`config.mk`:
```
export PLATFORM = sky130hd
export DESIGN_NAME = regbank16_wr_flat
export DESIGN_NICKNAME = d
export VERILOG_FILES = /design/src/rtl/regbank16_wr_pkg.sv /design/src/rtl/regbank16_wr_if.sv /design/src/rtl/regbank16_wr_dec4_16.sv /design/src/rtl/regbank16_wr.sv /design/src/flat_wrapper.sv
export SDC_FILE = /design/constraint.sdc
export NUM_CORES = 1
export LEC_CHECK = 0
export ABC_AREA = 0
export CORE_MARGIN = 2
export CORE_UTILIZATION = 48
export DETAILED_ROUTE_END_ITERATION = 16
export GPL_ROUTABILITY_DRIVEN = 0
export PLACE_DENSITY = 0.91
export SYNTH_ARGS = -nofsm -noshare
export SYNTH_HDL_FRONTEND = slang
export SYNTH_HIERARCHICAL = 1
export SYNTH_SLANG_ARGS = --single-unit
```
`constraint.sdc`:
```
create_clock -name clk -period 2.4 [get_ports clk]
set_clock_uncertainty 0.15 [all_clocks]
set_input_delay 0.72 -clock clk [delete_from_list [all_inputs] [get_ports clk]]
set_output_delay 0.72 -clock clk [all_outputs]
set_load 0.1 [all_outputs]
```
`src/rtl/regbank16_wr_pkg.sv`:
```
// regbank16_wr_pkg
//   Constants and types shared by the register-bank write side and the
//   read-mux side (mux16_1_16b).
//   - wEntries / wData / wSel / wTotal : bank geometry
//   - IDLE / CLEAR                     : write-side FSM encodings
//   - dbg_t                            : FSM observation struct (state + sweep counter)
package regbank16_wr_pkg;

    localparam int wEntries = 16;
    localparam int wData    = 16;
    localparam int wSel     = 4;
    localparam int wTotal   = wEntries * wData;

    localparam logic [0:0] IDLE  = 1'b0;
    localparam logic [0:0] CLEAR = 1'b1;

    typedef struct packed {
        logic [0:0]      state;
        logic [wSel-1:0] cnt;
    } dbg_t;

endpackage

```
`src/rtl/regbank16_wr_if.sv`:
```
// regbank16_wr_if
//   Write channel into the register bank.
//   - wr_valid : initiator has a write pending
//   - wr_ready : bank can take a write this cycle
//   - wr_sel   : target entry index
//   - wr_data  : data to store
//
//   Handshake: a transfer happens on a rising edge where wr_valid and
//   wr_ready are both high. While wr_valid is high and wr_ready is low the
//   initiator keeps wr_valid, wr_sel and wr_data stable. wr_ready may drop
//   combinationally (clear request), so it is not a registered promise.
interface regbank16_wr_if;

    logic                                  wr_valid;
    logic                                  wr_ready;
    logic [regbank16_wr_pkg::wSel-1:0]     wr_sel;
    logic [regbank16_wr_pkg::wData-1:0]    wr_data;

    modport master (
        output wr_valid,
        output wr_sel,
        output wr_data,
        input  wr_ready
    );

    modport slave (
        input  wr_valid,
        input  wr_sel,
        input  wr_data,
        output wr_ready
    );

endinterface

```
`src/rtl/regbank16_wr_dec4_16.sv`:
```
// dec4_16
//   4-to-16 one-hot decoder with enable.
//   - en  : when low, all outputs are 0
//   - sel : index of the output to raise
//   - y   : one-hot (or all-zero) result
module dec4_16
    import regbank16_wr_pkg::*;
(
    input  logic                en,
    input  logic [wSel-1:0]     sel,
    output logic [wEntries-1:0] y
);

    always_comb begin
        y = '0;
        if (en) begin
            y[sel] = 1'b1;
        end
    end

endmodule

```
`src/rtl/regbank16_wr.sv`:
```
// regbank16_wr
//   Write side of the 16 x 16-bit register bank. Accepts one write per
//   cycle over the wr channel, and on clr_req sweeps every entry to zero,
//   one entry per cycle, through the same load path as writes.
//   - clk, rst_n : clock, asynchronous active-low reset
//   - wr         : write channel (slave side)
//   - clr_req    : start a clear sweep (pulse or level, sampled in IDLE)
//   - busy       : clear sweep in progress
//   - Bank       : flattened bank, entry k on Bank[16k+15:16k]
//   - Vld        : per-entry written flag
//   - dbg        : current FSM state and sweep counter
module regbank16_wr
    import regbank16_wr_pkg::*;
(
    input  logic                clk,
    input  logic                rst_n,
    regbank16_wr_if.slave       wr,
    input  logic                clr_req,
    output logic                busy,
    output logic [wTotal-1:0]   Bank,
    output logic [wEntries-1:0] Vld,
    output dbg_t                dbg
);

    localparam logic [wSel-1:0] CNT_LAST = wSel'(wEntries - 1);

    logic [0:0]          state;
    logic [wSel-1:0]     cnt;
    logic                sweep;
    logic                accept;
    logic [wEntries-1:0] we_wr;
    logic [wEntries-1:0] we_clr;
    logic [wEntries-1:0] ld;
    logic [wData-1:0]    ld_data;
    logic                ld_vld;

    assign sweep = (state == CLEAR);

    // A clear request takes the cycle: the concurrent write is refused and
    // stays pending on the channel.
    assign wr.wr_ready = !sweep && !clr_req;
    assign accept      = wr.wr_valid && wr.wr_ready;
    assign busy        = sweep;

    dec4_16 u_dec_wr (
        .en  (accept),
        .sel (wr.wr_sel),
        .y   (we_wr)
    );

    dec4_16 u_dec_clr (
        .en  (sweep),
        .sel (cnt),
        .y   (we_clr)
    );

    // Writes only happen in IDLE and the sweep only in CLEAR, so the two
    // enable vectors never overlap and the data mux can key off the state.
    assign ld      = we_wr | we_clr;
    assign ld_data = sweep ? '0 : wr.wr_data;
    assign ld_vld  = !sweep;

    always_ff @(posedge clk or negedge rst_n) begin
        if (!rst_n) begin
            state <= IDLE;
            cnt   <= '0;
        end else begin
            case (state)
                IDLE: begin
                    if (clr_req) begin
                        state <= CLEAR;
                        cnt   <= '0;
                    end
                end
                CLEAR: begin
                    // clr_req is not looked at here: no restart, no extension.
                    if (cnt == CNT_LAST) begin
                        state <= IDLE;
                        cnt   <= '0;
                    end else begin
                        cnt <= cnt + 1'b1;
                    end
                end
                default: begin
                    state <= IDLE;
                    cnt   <= '0;
                end
            endcase
        end
    end

    for (genvar k = 0; k < wEntries; k++) begin : g_ent
        logic [wData-1:0] q;
        logic             v;

        always_ff @(posedge clk or negedge rst_n) begin
            if (!rst_n) begin
                q <= '0;
                v <= 1'b0;
            end else if (ld[k]) begin
                q <= ld_data;
                v <= ld_vld;
            end
        end

        assign Bank[k*wData +: wData] = q;
        assign Vld[k]                 = v;
    end

    assign dbg.state = state;
    assign dbg.cnt   = cnt;

endmodule

```
`src/flat_wrapper.sv`:
```
// flat-port wrapper written by rule: the top's interface ports become plain ports
module regbank16_wr_flat import regbank16_wr_pkg::*;
  (clk, rst_n, clr_req, busy, Bank, Vld, dbg, wr_wr_valid, wr_wr_sel, wr_wr_data, wr_wr_ready);
  regbank16_wr_if wr_i ();
  input  logic clk;
  input  logic rst_n;
  input  logic clr_req;
  output logic busy;
  output logic [wTotal-1:0] Bank;
  output logic [wEntries-1:0] Vld;
  output dbg_t dbg;
  input wire logic [$bits(wr_i.wr_valid)-1:0] wr_wr_valid;
  input wire logic [$bits(wr_i.wr_sel)-1:0] wr_wr_sel;
  input wire logic [$bits(wr_i.wr_data)-1:0] wr_wr_data;
  output wire logic [$bits(wr_i.wr_ready)-1:0] wr_wr_ready;
  assign wr_i.wr_valid = wr_wr_valid;
  assign wr_i.wr_sel = wr_wr_sel;
  assign wr_i.wr_data = wr_wr_data;
  assign wr_wr_ready = wr_i.wr_ready;
  regbank16_wr u_core (.clk(clk), .rst_n(rst_n), .wr(wr_i), .clr_req(clr_req), .busy(busy), .Bank(Bank), .Vld(Vld), .dbg(dbg));
endmodule
```
# --- After elaboration in Yosys (flattened, before gate mapping) ---
# Cells that the tools add are included.
# W data, S select, Z words.
word_totals:
  reg_bits: 277
  latch_bits: 0
  mem_bits_rw: 0
  mem_bits_ro: 0
  input_bits: 24
  out_inout_bits: 279
  word_cells: 62
  memories: 0
op_classes:
  n_addsub: 1
  n_mul: 0
  div_mod_pow: 0
  magnitude_cmp: 4
  eq_ne: 2
  n_shift: 0
  n_mux: 13
  n_bitwise: 2
  n_reduce_logical: 6
ops:
  columns: ["operator", "n"]
  rows:
  - ["$mux W16", 3]
  - ["$or A16 B16 Y16", 1]
  - ["$lt A4 B5 Y1 const B", 2]
  - ["$demux W1 S4", 2]
  - ["$ge A4 B1 Y1 const B", 2]
  - ["$mux W4", 2]
  - ["$pmux W4 S2", 1]
  - ["$add A4 B1 Y4 const B", 1]
  - ["$eq A4 B4 Y1 const B", 1]
  - ["$logic_and A1 B1 Y1", 4]
  - ["$mux W1", 4]
  - ["$logic_not A1 Y1", 2]
  - ["$ne A2 B2 Y1 const B", 1]
  - ["$pmux W1 S2", 1]
  - ["$not A1 Y1", 1]

# --- Logic depth before layout (Yosys ltp) ---
# Gate-level depths: netlist (run 1).
logic_depth:
  ltp_word: 6
  mapped_depth: 9
  ltp_nobuf: 7

# --- Modules after synthesis ---
# Netlist (run 1), hierarchy kept.
modules_own_cells:
  columns: ["module", "n_inst", "cells_per_inst", "area_per_inst_um2", "seq_area_each_um2"]
  rows:
  - ["regbank16_wr", 1, 954, 10353.7, 6931.6]
  - ["dec4_16 (u_core.u_dec_clr)", 1, 23, 120.1, 0.0]
  - ["dec4_16 (u_core.u_dec_wr)", 1, 23, 117.6, 0.0]

# --- Worst setup path before layout (run 1) ---
# OpenSTA, ideal clock, no wires.
synth_path:
  path_type: "register to register"
  start: "register u_core.state, in the netlist u_core/busy"
  end: "register u_core.g_ent[0].q[10]"
  setup_ps: 130
  t_arrival_ps: 3740
  required_ps: 2120
  setup_slack_ps: -1620
  path_stages_with_launch: 10
  n_path_buf: 2
  synth_period_minus_slack_ps: 4020
  path_cell_list: "dfrtp_1 > buf_6 > nor2_1 > and2_1 > or3b_4 > nor3_2 > nor2_2 > buf_2 > nand2_1 > o21ai_0"
synth_via:
  elab_chain_cells: 5
  word_cells_on_any_way: 7
  cone_classes: "mux: 3; bitwise: 1; reduce/logical: 3"
synth_lines:
  columns: ["item", "line", "source"]
  rows:
  - ["from (decl)", "regbank16_wr.sv:27", "logic [0:0] state;"]
  - ["from (signal assigned)", "regbank16_wr.sv:65", "state <= IDLE;"]
  - ["from (signal assigned)", "regbank16_wr.sv:71", "state <= CLEAR;"]
  - ["from (signal assigned)", "regbank16_wr.sv:78", "state <= IDLE;"]
  - ["$logic_not A1 Y1", "regbank16_wr.sv:41", "assign wr.wr_ready = !sweep && !clr_req;"]
  - ["$logic_and A1 B1 Y1", "regbank16_wr.sv:41", null]
  - ["via wr_wr_ready", "flat_wrapper.sv:15", "output wire logic [$bits(wr_i.wr_ready)-1:0] wr_wr_ready;"]
  - ["$logic_and A1 B1 Y1", "regbank16_wr.sv:42", "assign accept = wr.wr_valid && wr.wr_ready;"]
  - ["via u_core.accept", "regbank16_wr.sv:30", "logic accept;"]
  - ["$mux W16", "regbank16_wr_dec4_16.sv:16", "if (en) begin"]
  - ["via u_core.we_wr[0]", "regbank16_wr.sv:31", "logic [wEntries-1:0] we_wr;"]
  - ["$or A16 B16 Y16", "regbank16_wr.sv:59", "assign ld = we_wr | we_clr;"]
  - ["to (signal assigned)", "regbank16_wr.sv:101", "q <= ld_data;"]
  - ["to (decl)", "regbank16_wr.sv:93", "logic [wData-1:0] q;"]
# The timed path passes the listed nets, and every way through them passes these cells.
# A chain may end at the register's enable or synchronous reset.

# --- Worst setup path in the final report (run 1) ---
layout_path:
  start: "register u_core.state, in the netlist u_core/busy"
  end: "output wr_wr_ready"
layout_via:
  elab_chain_cells: 2
layout_lines:
  columns: ["item", "line"]
  rows:
  - ["$logic_not A1 Y1", "regbank16_wr.sv:41"]
  - ["$logic_and A1 B1 Y1", "regbank16_wr.sv:41"]
  - ["to (decl)", "flat_wrapper.sv:15"]
# No other way between the ends.

==> impl_summary.txt, run 1 <==
----------------------------------------------------
[Synthesis]
  Synth Warn # ... 6
  Fraction of synthesized cell area taken by the top area cell type ... 65.45%
  Synth Cell Area ... roughly 0.011 sq mm
  Count of cell types in the netlist ... 29
  Yosys top cell by area ... sky130_fd_sc_hd__dfrtp_1
  Seq/Total Area, Yosys ... approximately two thirds
  Net count after synthesis ... ~1000
  Main area contributors after synthesis ... sky130_fd_sc_hd__dfrtp_1 (65%), sky130_fd_sc_hd__nand2_1 (9.7%), sky130_fd_sc_hd__o21ai_0 (6.7%)
  Mean post-synth cell area ... around 11 sq um
  Post-synthesis sequential element count ... around 280
  Number of cells produced by synthesis ... 1000

[STA]
  Ratio of final minimum period to clock period ... between 90% and 100%
  Total setup violations reported at the end of the flow ... 0
  Highest clock rate ... about 430 MHz
  Clock period minus worst slack ... between 2 and 2.5 ns
  Max Slew Vio Count ... 0
  Headroom to the max-slew limit ... 55.68%
  Setup repair after global routing missed its margin ... no
  Post-layout worst setup margin ... ~0.052 ns
  Final hold violations ... 0
  Worst slew pin tran ... around 0.66 ns

[Place]
  Dpl cell area ... about 0.013 sq mm
  Number of input and output port buffers inserted ... just over 300
  Placed instance count ... around 1500
  Placed wire-length estimate after detailed placement ... between 20 and 25 mm
  Post-place setup slack ... -0.7794 ns

[Setup path]
  R2r endpoint ... u_core/g_ent[2].q[0]
  Crit path max fanout ... 5
  Worst Path Required ... between 1.5 and 2 ns
  Crit-path slowest cell ... sky130_fd_sc_hd__dfrtp_4
  Type of the worst setup path ... register to output port
  Max incr delay on CP ... roughly 0.52 ns
  Launching instance or port of the critical path ... u_core/busy
  Family with the most delay on the worst path ... flip-flops
  Cells traversed along the worst timing path ... nor2_4, buf_4, buf_12
  Slack of the worst reg-to-reg path ... approximately 0.24 ns
  Capturing element type of the critical path ... output port
  Crit path arrival time ... between 1 and 1.5 ns
  Buffers and inverters on the worst path ... 2
  R2R depth ... 9
  Sort of element at the start of the critical path ... register
  Worst R2R Start ... u_core/busy

[Global routing]
  Largest net degree at the start of global routing ... 65
  Vias in the first global route ... between 8000 and 9000
  Grt ovf ... 0
  Total routing resource utilization after global routing ... a little over a quarter
  Number of antenna violations at the first check in global routing ... 0
  Wire length of the first global-routing pass ... roughly 49 mm

[Die]
  Site Rows ... between 50 and 60
  Initial core utilization ... between 40% and 50%
  Die area ... about 0.023 sq mm
  Die Ht ... 152.5 um
  Boundary Pins ... between 300 and 400
  Area inside the core boundary ... between 0.02 and 0.025 sq mm
  Die width ... around 150 um

[Clock network]
  Number of H-tree branching levels ... 1
  Cts bufs inserted ... 28
  Sinks on Clock Net ... 277
  Root buffer selected by CTS ... sky130_fd_sc_hd__clkbuf_16
  Clock latency reported for the late side of the worst-skew pair ... 0.53 ns
  Max Buffers Root-to-Sink ... 3
  Clock tree from TritonCTS ... built
  Reg clk slew, reported paths ... 0.06 ns

[Min path]
  Worst hold path depth ... 2
  HP Start ... u_core/g_ent[13].v
  Hold crit path type ... register to register
  Worst-case hold path end point ... u_core/g_ent[13].v

[Routing]
  Vias per std cell ... 5.337
  Via total after detailed routing ... ~8500
  Starting DRT DRC Count ... between 400 and 500
  Final wirelength ... around 32 mm
  Final antenna-violating net count ... 0
  DRC violations left ... 0
  Length of the first detailed-routing pass in iterations ... 6
  Mean routed wirelength per cell ... slightly below 20 um

[Run]
  Max-cap violations ... 0

[Cells and area]
  Total non-filler cell area in the finished layout ... 0.01435 sq mm
  Final nets ... around 1300
  Antenna diode count ... 0
  Fraction of final layout cells sized beyond drive strength 1 ... about a third
  Layout overhead on the synthesized area ... 35.46%
  Filler instances ... about 1600
  Cell Count, Final, Fillers Out ... approximately 1600

[Outcome]
  Run status ... complete, no violations

----------------------------------------------------
cells in the mapped netlist (all sizes together):
cell / number
and4b: 1
a31oi: 1
nor3b: 1
xor2: 1
buf: 68
or3b: 2
a22o: 2
nor2: 41
and2: 2
nand3: 2
a41oi: 1
nand3b: 4
nand2b: 21
clkbuf: 17
a311o: 1
dfrtp: 277
nor3: 8
ha: 1
o21ai: 274
nand2: 275
layout by cell type (no fill, tap or decap), types with 3 or more instances in the layout:
cell	count
sky130_fd_sc_hd__o21ai_2	18
sky130_fd_sc_hd__nor2_1	23
sky130_fd_sc_hd__dfrtp_1	276
sky130_fd_sc_hd__nor2_4	3
sky130_fd_sc_hd__buf_4	295
sky130_fd_sc_hd__clkdlybuf4s50_1	21
sky130_fd_sc_hd__nand2b_4	14
sky130_fd_sc_hd__clkbuf_1	6
sky130_fd_sc_hd__o21ai_0	97
sky130_fd_sc_hd__nand2_1	262
sky130_fd_sc_hd__nand2b_1	5
sky130_fd_sc_hd__buf_12	24
sky130_fd_sc_hd__nand3b_1	4
sky130_fd_sc_hd__o21ai_1	159
sky130_fd_sc_hd__clkinv_2	6
sky130_fd_sc_hd__nand2_2	13
sky130_fd_sc_hd__clkbuf_8	6
sky130_fd_sc_hd__nor3_2	5
sky130_fd_sc_hd__nor2_2	15
sky130_fd_sc_hd__nor3_1	3
sky130_fd_sc_hd__clkbuf_16	29
metal layers:
layer | part of all wire, % | up-vias | track usage (%)
met1 | 39 | 4094 | 34.38
met5 | 0 | - | 0
met3 | 9.3 | 81 | 7.139
met4 | 3.4 | 0 | 8.951
li1 | - | 3886 | -
met2 | 48 | 419 | 44.85
stage by stage:
stage | TNS (ns) | utilization, % | hold WS (ns)
2_1_floorplan | -44.54 | - | 0.2744
3_3_place_gp | -64.28 | 61.51 | 0.3127
3_5_place_dp | -83.40 | 61.51 | 0.3217
4_1_cts | 0 | 65.95 | 0.3349
5_1_grt | 0 | 65.95 | 0.3613
6_report | 0 | 65.95 | 0.3310
registers in the layout (all words and copies together) (netlist names):
name	count
u_core/busy	1
u_core/cnt	4
u_core/g_ent.q	256
u_core/g_ent.v	16
worst min-delay path, delay by kind of cell, from the launching register on:
| kind | cells | cell delay [ns] |
|---|---|---|
| DFF | 1 | 0.34 |
| AOI/OAI and AO/OA | 1 | 0.06 |
| and+or+nand+nor | 1 | 0.05 |
cell families (layout without fill, tap and decap cells):
logic type      count (synthesis)  in the layout  share of synthesized area, %
fa+ha+maj                       1              1                        0.1181
simple gates                  357            357                         15.23
flops                         277            277                         65.45
buf+inv                        85            394                         5.139
compound gates                279            279                         13.99
xor+xnor                        1              1                       0.08271
worst max-delay path by stage:
| stage | end | cells after the start | slack [ns] |
|---|---|---|---|
| 6_report | wr_wr_ready | 3 | 0.05 |
| 5_1_grt | dbg[4] | 2 | 0.03 |
| 4_1_cts | wr_wr_ready | 3 | 0.04 |
| 3_5_place_dp | u_core/g_ent[3].q[2] | 8 | -0.78 |
| 3_3_place_gp | u_core/g_ent[3].q[0] | 7 | -0.64 |
| 2_1_floorplan | u_core/g_ent[0].q[11] | 9 | -0.38 |
final cells by class:
type / instances / area [sq um] / share of cell area (%)
repair buffers: 344 / 2950 / 20.56
clock inverters: 9 / 97.59 / 0.6802
well taps: 280 / 350.3 / 2.442
flip-flops and latches: 277 / 6935 / 48.34
multi-input cells: 638 / 3183 / 22.19
clock buffers: 41 / 830.8 / 5.791
timing repair:
item | in CTS | in global routing
endpoints found under the setup margin | 36 | 0
hold buffers | 1 | 0
hold endpoints to repair | 43 | 0
setup buffers | 2 | 0
resized for setup | 4 | 0
Power of run 1 is left out: the tool's default activity adds up to more than one toggle a clock period on the data nets, which glitch-free logic cannot reach.
==> run 2, diff against run 1 <==
Settings changed: CTS_CLUSTER_DIAMETER set to 120.
==> results of run 2 <==
The final DEF is identical to that of run 1; final timing and power are the same.
Power of run 2 is left out for the same reason.
==> run 3, diff against run 2 <==
Settings changed: CORE_MARGIN 2 to unset, SLEW_MARGIN set to 20.
Clock period 2.4 ns to 2.41 ns, I/O delays scaled along.
==> impl_summary.txt, run 3 (same netlist as run 1, synthesis figures left out) <==
----------------------------------------------------
[Place]
  Number of input and output port buffers inserted ... 302 (unchanged)
  Placed wire-length estimate after detailed placement ... 21.75 mm (was 21.40 mm)
  Post-place setup slack ... -0.8186 ns (was -0.7794 ns)

[Clock network]
  Clock tree from TritonCTS ... built (unchanged)
  Number of H-tree branching levels ... 1 (unchanged)
  Max Buffers Root-to-Sink ... 3 (unchanged)
  Root buffer selected by CTS ... sky130_fd_sc_hd__clkbuf_16 (unchanged)
  Clock latency reported for the late side of the worst-skew pair ... 0.52 ns (was 0.53 ns)
  Sinks on Clock Net ... 277 (unchanged)
  Cts bufs inserted ... 27 (was 28)
  Reg clk slew, reported paths ... 0.06 ns (about the same)
  Number of buffers added to fix hold violations after cts ... 0 (was 1)
  Buffers inserted during post-CTS setup optimization ... 0 (was 2)

[Setup path]
  Critical Path Sink ... busy (was wr_wr_ready)
  Buffers and inverters on the worst path ... 2 (unchanged)
  R2R depth ... 8 (was 9)
  Number of cells on the critical path ... 2 (was 3)
  Slack of the worst reg-to-reg path ... 0.32 ns (was 0.24 ns)
  Family with the most delay on the worst path ... buffers and inverters (was flip-flops)
  Worst Path Required ... 1.54 ns (was 1.53 ns)
  Max incr delay on CP ... 0.47 ns (was 0.52 ns)
  Capturing element type of the critical path ... output port (unchanged)
  Worst R2R Start ... u_core/busy (unchanged)
  Cells traversed along the worst timing path ... buf_6, buf_12 (was nor2_4, buf_4, buf_12)
  Launching instance or port of the critical path ... u_core/busy (unchanged)
  Sort of element at the start of the critical path ... register (unchanged)
  Crit path max fanout ... 32 (was 5)
  R2r endpoint ... u_core/g_ent[2].q[8] (was u_core/g_ent[2].q[0])
  Type of the worst setup path ... register to output port (unchanged)
  Crit-path slowest cell ... sky130_fd_sc_hd__dfrtp_4 (unchanged)
  Crit path arrival time ... 1.50 ns (was 1.48 ns)

[STA]
  Setup repair after global routing missed its margin ... no (unchanged)
  Post-layout worst setup margin ... 0.03780 ns (was 0.05226 ns)
  Clock period minus worst slack ... between 2 and 2.5 ns
  Worst slew pin tran ... 0.6628 ns (was 0.6633 ns)
  Highest clock rate ... about 420 MHz
  Max Slew Vio Count ... 0 (unchanged)
  Final sum of negative setup slack ... 0 ns (unchanged)
  Post-route worst hold slack ... 0.005094 ns (was 0.3310 ns)
  Headroom to the max-slew limit ... 55.71% (was 55.68%)
  Final hold violations ... 0 (unchanged)
  Ratio of final minimum period to clock period ... 98.43%
  Total setup violations reported at the end of the flow ... 0 (unchanged)

[Cells and area]
  Antenna diode count ... 0 (unchanged)
  Area occupied by multi-input gates ... 0.003183 sq mm (unchanged)
  Final nets ... 1313 (was 1314)
  Top reg by flops ... u_core/g_ent.q (unchanged)
  Most common library cell in the layout ignoring fill and taps ... sky130_fd_sc_hd__buf_4 (unchanged)
  Layout overhead on the synthesized area ... 35.48% (was 35.46%)
  Area taken by flip-flops and latches ... 0.006935 sq mm (unchanged)
  Highest-count cells in the layout ignoring fill and taps ... sky130_fd_sc_hd__buf_4 (294), sky130_fd_sc_hd__dfrtp_1 (276), sky130_fd_sc_hd__nand2_1 (262) (was sky130_fd_sc_hd__buf_4 (295), sky130_fd_sc_hd__dfrtp_1 (276), sky130_fd_sc_hd__nand2_1 (262))
  Filler instances ... 1494 (was 1560)
  Fraction of final layout cells sized beyond drive strength 1 ... 33.87% (was 33.54%)
  Largest registers ... u_core/g_ent.q: 256 flops, u_core/g_ent.v: 16 flops, u_core/cnt: 4 flops (unchanged)
  Max FFs per register ... 256 (unchanged)

[Global routing]
  Total routing resource utilization after global routing ... 28.62% (was 26.84%)
  Grt ovf ... 0 (unchanged)
  GR Util met2 ... 47.49% (was 44.85%)
  Vias in the first global route ... 8515 (was 8690)
  Global Route met1 Usage ... 35.61% (was 34.38%)
  Number of antenna violations at the first check in global routing ... 0 (unchanged)
  GRT Max-Usage Layer ... met2 (unchanged)
  Wire length of the first global-routing pass ... 48.42 mm (was 49.27 mm)
  Largest net degree at the start of global routing ... 66 (was 65)
  Fraction of met3 tracks used by global routing ... 7.848% (was 7.139%)

[Die]
  Boundary Pins ... 303 (unchanged)
  Die width ... 150.5 um (was 152.5 um)
  Initial core utilization ... 49.60% (was 48.68%)
  Die Ht ... 150.5 um (was 152.5 um)
  Area inside the core boundary ... 0.02135 sq mm (was 0.02176 sq mm)
  Die area ... 0.02266 sq mm (was 0.02327 sq mm)
  Site Rows ... 53 (was 54)

[Run]
  Max-cap violations ... 0 (unchanged)

[Routing]
  Mean routed wirelength per cell ... 20.36 um (was 19.86 um)
  Starting DRT DRC Count ... 568 (was 490)
  DRC violations left ... 0 (unchanged)
  Vias per std cell ... 5.440 (was 5.337)
  Final antenna-violating net count ... 0 (unchanged)
  Length of the first detailed-routing pass in iterations ... 5 (was 6)
  Final wirelength ... 32.23 mm (was 31.56 mm)
  Via total after detailed routing ... 8611 (was 8480)

[Min path]
  Hold crit path type ... primary input to async pin (was register to register)

[Outcome]
  Run status ... complete, no violations (unchanged)

----------------------------------------------------
## run 3: changes by cell type in the layout (fill, tap and decap cells not counted), moves of 2 or more
cell                         delta
sky130_fd_sc_hd__bufinv_16      +2
sky130_fd_sc_hd__clkbuf_1       -4
sky130_fd_sc_hd__clkbuf_16      -2
sky130_fd_sc_hd__clkbuf_8       -4
sky130_fd_sc_hd__clkinv_4       +2
sky130_fd_sc_hd__clkinvlp_4     +3
## run 3: area by class of cell
type	count	share of cell area, %
clock buffers	31	4.953
clock inverters	18	1.474
multi-input cells	638	22.18
flip-flops and latches	277	48.33
well taps	275	2.398
repair buffers	344	20.66
## run 3: how the worst min path moves through the flow
stage                                  end  slack (ns)  depth (start not counted)
finish               u_core/g_ent[11].q[5]       0.005                          1
global route         u_core/g_ent[12].q[5]        0.03                          1
CTS                  u_core/g_ent[11].q[5]        0.02                          1
detailed placement   u_core/g_ent[12].q[4]        0.32                          2
global placement    u_core/g_ent[12].q[10]        0.31                          2
floorplan                    u_core/cnt[0]        0.28                          0
## run 3: timing repair
action / in CTS / in global routing
gates resized for setup: 4 / 0
hold endpoints to repair: 0 / 0
setup endpoints to repair: 37 / 0
## run 3: through the flow
step                      utilization [%]  std cells  area, sq um
after detailed placement            62.82       1534        13410
after global placement              62.77       1533        13400
after global routing                67.20       1583        14350
after CTS                           67.20       1583        14350
final                               67.20       1583        14350
after floorplan                         -       1000        10770
## run 3: layer usage
layer	vias up	part of all wire, %
met3	82	10
met4	0	3.6
met5	-	0
met1	4145	38
li1	3886	-
met2	498	49
Power of run 3 is left out for the same reason.
